**config.mk**
```make
export PLATFORM = sky130hd
export DESIGN_NAME = audio_dma_arbiter
export DESIGN_NICKNAME = d
export VERILOG_FILES = /design/src/rtl/audio_dma_pkg.sv /design/src/rtl/audio_rr_picker.sv /design/src/rtl/audio_dma_arbiter.sv
export SDC_FILE = /design/constraint.sdc
export NUM_CORES = 1
export LEC_CHECK = 0
export ABC_AREA = 1
export CORE_MARGIN = 1.5
export CORE_UTILIZATION = 30
export CTS_BUF_LIST = sky130_fd_sc_hd__clkbuf_2
export DETAILED_ROUTE_END_ITERATION = 10
export SLEW_MARGIN = 20
export SYNTH_ARGS = -nofsm -noshare
export SYNTH_HDL_FRONTEND = slang
export SYNTH_SLANG_ARGS = --single-unit
```
**constraint.sdc**
```tcl
create_clock -name pclk -period 3.72 [get_ports pclk]
set_input_delay 0.744 -clock pclk [delete_from_list [all_inputs] [get_ports pclk]]
set_output_delay 0.744 -clock pclk [all_outputs]
set_load 0.02 [all_outputs]
```
**src/rtl/audio_dma_pkg.sv**
```systemverilog
// rtl/audio_dma_pkg.sv - shared state type and requester constants for the audio DMA arbiter
package audio_dma_pkg;

    localparam int AUDIO_DMA_NUM_REQ = 4;

    localparam int REQ_I2S   = 0;
    localparam int REQ_TDM   = 1;
    localparam int REQ_PDM   = 2;
    localparam int REQ_SPDIF = 3;

    typedef enum logic [1:0] {
        IDLE    = 2'd0,
        CMD     = 2'd1,
        XFER    = 2'd2,
        RELEASE = 2'd3
    } arb_state_e;

endpackage

```
**src/rtl/audio_rr_picker.sv**
```systemverilog
// rtl/audio_rr_picker.sv - rotate-priority encoder: first set request at or after rr_ptr, wrapping
module audio_rr_picker
    import audio_dma_pkg::*;
#(
    parameter int NUM_REQ = AUDIO_DMA_NUM_REQ,
    parameter int CH_W    = 2
) (
    input  logic [NUM_REQ-1:0] req,
    input  logic [CH_W-1:0]    rr_ptr,
    output logic [CH_W-1:0]    winner,
    output logic               valid
);

    localparam int SW = CH_W + 1;

    logic [SW-1:0]   sum;
    logic [CH_W-1:0] idx;

    // Walk from the farthest offset down so the closest requester to rr_ptr is assigned last.
    always_comb begin
        winner = '0;
        valid  = 1'b0;
        sum    = '0;
        idx    = '0;
        for (int k = NUM_REQ - 1; k >= 0; k--) begin
            sum = {1'b0, rr_ptr} + SW'(k);
            if (sum >= SW'(NUM_REQ)) begin
                sum = sum - SW'(NUM_REQ);
            end
            idx = sum[CH_W-1:0];
            if (req[idx]) begin
                winner = idx;
                valid  = 1'b1;
            end
        end
    end

endmodule

```
**src/rtl/audio_dma_arbiter.sv**
```systemverilog
// rtl/audio_dma_arbiter.sv - round-robin owner of the audio DMA channel; AUDIO_DMA_WDOG_EN adds the idle-beat watchdog
module audio_dma_arbiter
    import audio_dma_pkg::*;
#(
    parameter int NUM_REQ = AUDIO_DMA_NUM_REQ,
    parameter int CH_W    = 2,
    parameter int BL_W    = 6,
    parameter int TIMEOUT = 1024
) (
    input  logic               pclk,
    input  logic               prst,
    input  logic               arb_enable,
    input  logic [NUM_REQ-1:0] req_i,
    input  logic [BL_W-1:0]    cfg_burst_len,
    output logic               dma_req_o,
    output logic [CH_W-1:0]    dma_ch_o,
    output logic [BL_W-1:0]    dma_len_o,
    input  logic               dma_ack_i,
    input  logic               dma_beat_i,
    output logic [NUM_REQ-1:0] gnt_o,
    output logic               busy_o,
    output logic               done_o,
    output logic               abort_o
);

    if (TIMEOUT < 2 || (1 << CH_W) < NUM_REQ) begin : g_bad_params
        $error("audio_dma_arbiter: TIMEOUT must be >= 2 and CH_W must index NUM_REQ");
    end

    arb_state_e      state_q, state_d;
    logic [CH_W-1:0] rr_ptr_q, winner_q, pick_winner;
    logic [BL_W-1:0] len_q, beat_cnt_q;
    logic            pick_valid, last_beat, wdog_expired;
    logic            done_q, done_d, abort_q, abort_d;

    audio_rr_picker #(
        .NUM_REQ (NUM_REQ),
        .CH_W    (CH_W)
    ) u_picker (
        .req    (req_i),
        .rr_ptr (rr_ptr_q),
        .winner (pick_winner),
        .valid  (pick_valid)
    );

    assign last_beat = dma_beat_i && ((beat_cnt_q + BL_W'(1)) == len_q);

`ifdef AUDIO_DMA_WDOG_EN
    localparam int WD_W = $clog2(TIMEOUT);
    logic [WD_W-1:0] idle_cnt_q;

    always_ff @(posedge pclk) begin
        if (prst || state_q != XFER || dma_beat_i) begin
            idle_cnt_q <= '0;
        end else begin
            idle_cnt_q <= idle_cnt_q + WD_W'(1);
        end
    end

    assign wdog_expired = (idle_cnt_q == WD_W'(TIMEOUT - 1));
`else
    assign wdog_expired = 1'b0;
`endif

    always_ff @(posedge pclk) begin
        if (prst) begin
            state_q <= IDLE;
        end else begin
            state_q <= state_d;
        end
    end

    always_comb begin
        state_d = state_q;
        done_d  = 1'b0;
        abort_d = 1'b0;
        case (state_q)
            IDLE: begin
                if (arb_enable && pick_valid) begin
                    state_d = CMD;
                end
            end
            CMD: begin
                if (dma_ack_i) begin
                    state_d = XFER;
                end
            end
            XFER: begin
                if (last_beat) begin
                    state_d = RELEASE;
                    done_d  = 1'b1;
                end else if (!dma_beat_i && wdog_expired) begin
                    state_d = RELEASE;
                    abort_d = 1'b1;
                end
            end
            RELEASE: begin
                state_d = IDLE;
            end
            default: begin
                state_d = IDLE;
            end
        endcase
    end

    // Winner and length are frozen at grant time so later request or config changes only affect the next burst.
    always_ff @(posedge pclk) begin
        if (prst) begin
            rr_ptr_q   <= '0;
            winner_q   <= '0;
            len_q      <= '0;
            beat_cnt_q <= '0;
            done_q     <= 1'b0;
            abort_q    <= 1'b0;
        end else begin
            done_q  <= done_d;
            abort_q <= abort_d;
            if (state_q == IDLE && state_d == CMD) begin
                winner_q <= pick_winner;
                len_q    <= (cfg_burst_len == '0) ? BL_W'(1) : cfg_burst_len;
            end
            if (state_q == CMD) begin
                beat_cnt_q <= '0;
            end else if (state_q == XFER && dma_beat_i) begin
                beat_cnt_q <= beat_cnt_q + BL_W'(1);
            end
            if (state_q == RELEASE) begin
                rr_ptr_q <= (winner_q == CH_W'(NUM_REQ - 1)) ? '0 : winner_q + CH_W'(1);
            end
        end
    end

    assign dma_req_o = (state_q == CMD);
    assign dma_ch_o  = dma_req_o ? winner_q : '0;
    assign dma_len_o = dma_req_o ? len_q : '0;
    assign gnt_o     = (state_q == CMD || state_q == XFER) ? ({{(NUM_REQ-1){1'b0}}, 1'b1} << winner_q) : '0;
    assign busy_o    = (state_q != IDLE);
    assign done_o    = done_q;
    assign abort_o   = abort_q;

endmodule

```
==> results.ini <==
[run_status]
status = finished clean

[floorplanning]
die_x_um = 72.4
io-pin-count = 31
core_area_um2 = 4690
initial_core_util_pct = 30.8
die_h_um = 72.4
die_area_um2 = 5250
fp-row-count = 25

[timing]
skew_ns = 0.0166
period_share_pct = 75.6
hold_viol_final = 0
timing.final.ws_setup_ns = 0.907
max_freq_mhz = 355
rsz0062_at_grt = false
period_minus_slack_ns = 2.81
setup_tns_ns = 0
setup_viol = 0
slew_viol_final = 0

[placement]
gp_congestion = 0.814
dp_hpwl_mm = 2.47
io_buffers = 29
pre_cts_ws_ns = 1.29

[synthesis]
seq_area_frac_synth_pct = 26.3
syn-cell-area_um2 = 1450
synth.avg_cell_area_um2 = 6.21
ys_ff_latch = 19
netlist_instances = 233
yosysUniqueCellTypes = 29
ys_warn_count = 0
syn_nets = 258

[clock_network]
cts-resized-gates = 0
post-cts-setup-buffer-count = 0
cts_buffers = 3
root_buffer = clkbuf_2
clk_pin_slew_worst_paths_ns = 0.21
htree_levels = 1
clk_latency_ns = 0.33
cts.path.max_buffers = 2
hold_buffers = 0
cts_tree = done
clock-sinks = 19

[worst_setup_path]
worstPathMaxFanout = 12
crit_type = flip-flop to output pin
r2r_end = len_q[3]
endpoint_kind = output pin
worstPathRequired_ns = 2.98
timing.rr.start = rr_ptr_q[0]
reg2reg_setup_slack_ns = 1.96
cp.arrival_ns = 2.07
startpoint_type = flip-flop
ff2ff_path_depth = 13

[routing]
avgRoutedWirePerCell_um = 10.1
avgViaCountPerCell = 4.51
num_vias = 1426
drc = 0
drtIter0Drc = 66
ant_nets = 0
first_pass_iters = 4
drt-total-wl_mm = 3.20

[hold_path]
whs_endpoint = beat_cnt_q[0]
min_from = beat_cnt_q[0]
min_path_type = flip-flop to flip-flop
hold_path_depth = 2

[global_routing]
grt_pass1_wl_mm = 5.51
grt_max_degree = 16
track_usage_pct = 13.1
antenna_found_initial = 0
gr-total-overflow = 0
grt_pass1_vias = 1279

[final_layout]
seqCellArea_um2 = 380
fin_util_pct = 38.0
area_growth_pct = 23.2
multi_input_area_um2 = 861
nFillCells = 518
layout-drive-gt1-share_pct = 11.8
most-common-layout-cells = nand2_1 (78), inv_1 (35), clkdlybuf4s50_1 (29)
antenna_cells = 0
layout.nets = 288
mostFrequentLayoutCell = nand2_1

[power]
power.density_nw_per_um2 = 416
ir_drop_mv = 0.234
leakagePower_nw = 0.941

[flow_run]
drv_cap = 0

[cell type report]
cell class / instances / area share, %
multi-input cells: 168 / 48.3
flip-flops and latches: 19 / 21.3
repair buffers: 29 / 16.3
inverters: 42 / 9.13
well taps: 54 / 3.79
clock buffers: 3 / 0.843
clock inverters: 1 / 0.281
[where the power goes]
| part | leakage, nW | internal (W) | switching (W) |
|---|---|---|---|
| combinational | 0.769 | 0.000146 | 0.000221 |
| sequential | 0.156 | 0.000240 | 0.0000384 |
| clock | 0.0164 | 0.0000244 | 0.0000714 |
| total | 0.941 | 0.000410 | 0.000331 |
[critical path, cell delays in order (launching register included)]
cell	delay, ns
dfxtp_1	0.42
inv_1	0.10
ha_1	0.46
nand2_1	0.10
inv_1	0.07
clkdlybuf4s50_1	0.59
[routing by layer]
| layer | track usage (%) | vias to the layer above | routed length (um) |
|---|---|---|---|
| li1 | - | 767 | - |
| met1 | 18.0 | 618 | 1660 |
| met2 | 20.4 | 39 | 1330 |
| met3 | 3.75 | 2 | 190 |
| met4 | 3.14 | 0 | 26 |
| met5 | 0 | - | 0 |
[cell families after synthesis]
family | share of synthesized area (%)
flops | 26.3
buf+inv | 14.2
xor+xnor | 0.606
simple gates | 40.7
compound gates | 9.34
fa+ha+maj | 8.65
other cells | 0.259
[sequential cells by signal, indices dropped and copies added, names as in the netlist]
register and flops:
beat_cnt_q 6, len_q 6, rr_ptr_q 2, state_q 2
winner_q 2, done_o 1
[worst max path at each step]
stage	end	from	cells after the start	slack (ns)
after floorplan	dma_ch_o[0]	state_q[1]	5	1.75
after global placement	dma_len_o[2]	state_q[1]	5	1.33
after detailed placement	dma_len_o[1]	state_q[1]	5	1.29
after CTS	dma_len_o[2]	state_q[1]	5	0.87
after global routing	dma_ch_o[1]	state_q[1]	5	0.68
final	dma_len_o[4]	state_q[1]	5	0.91
[Yosys cell counts]
| cell | n | area, um^2 |
|---|---|---|
| clkinv_1 | 1 | 3.75 |
| nor2_1 | 19 | 71.3 |
| a21o_1 | 1 | 7.51 |
| buf_6 | 1 | 11.3 |
| and2_1 | 1 | 6.26 |
| conb_1 | 1 | 3.75 |
| inv_2 | 5 | 18.8 |
| o31ai_1 | 1 | 7.51 |
| o211ai_1 | 3 | 22.5 |
| a21oi_1 | 9 | 45.0 |
| nor3_1 | 2 | 10.0 |
| nand4_1 | 4 | 25.0 |
| dfxtp_1 | 19 | 380 |
| inv_1 | 35 | 131 |
| xor2_1 | 1 | 8.76 |
| o21ai_0 | 4 | 20.0 |
| buf_12 | 1 | 20.0 |
| nand3_1 | 8 | 40.0 |
| o211a_1 | 1 | 10.0 |
| o21a_1 | 1 | 7.51 |
| nand3_4 | 1 | 17.5 |
| nand2_2 | 12 | 75.1 |
| inv_6 | 1 | 8.76 |
| ha_1 | 10 | 125 |
| buf_4 | 1 | 7.51 |
| clkbuf_1 | 1 | 3.75 |
| o21ai_1 | 3 | 15.0 |
| nor2_2 | 8 | 50.1 |
| nand2_1 | 78 | 293 |
[per-stage QoR]
step / instance area [um^2] / cells / total power, W / hold WS (ns)
5_1_grt: 1780 / 316 / 0.000812 / 0.595
2_1_floorplan: 1450 / 233 / 0.000552 / 0.484
3_5_place_dp: 1760 / 312 / 0.000649 / 0.521
6_report: 1780 / 316 / 0.000741 / 0.558
4_1_cts: 1780 / 316 / 0.000748 / 0.552
3_3_place_gp: 1760 / 312 / 0.000649 / 0.516
(Power assumes the default switching activity.)
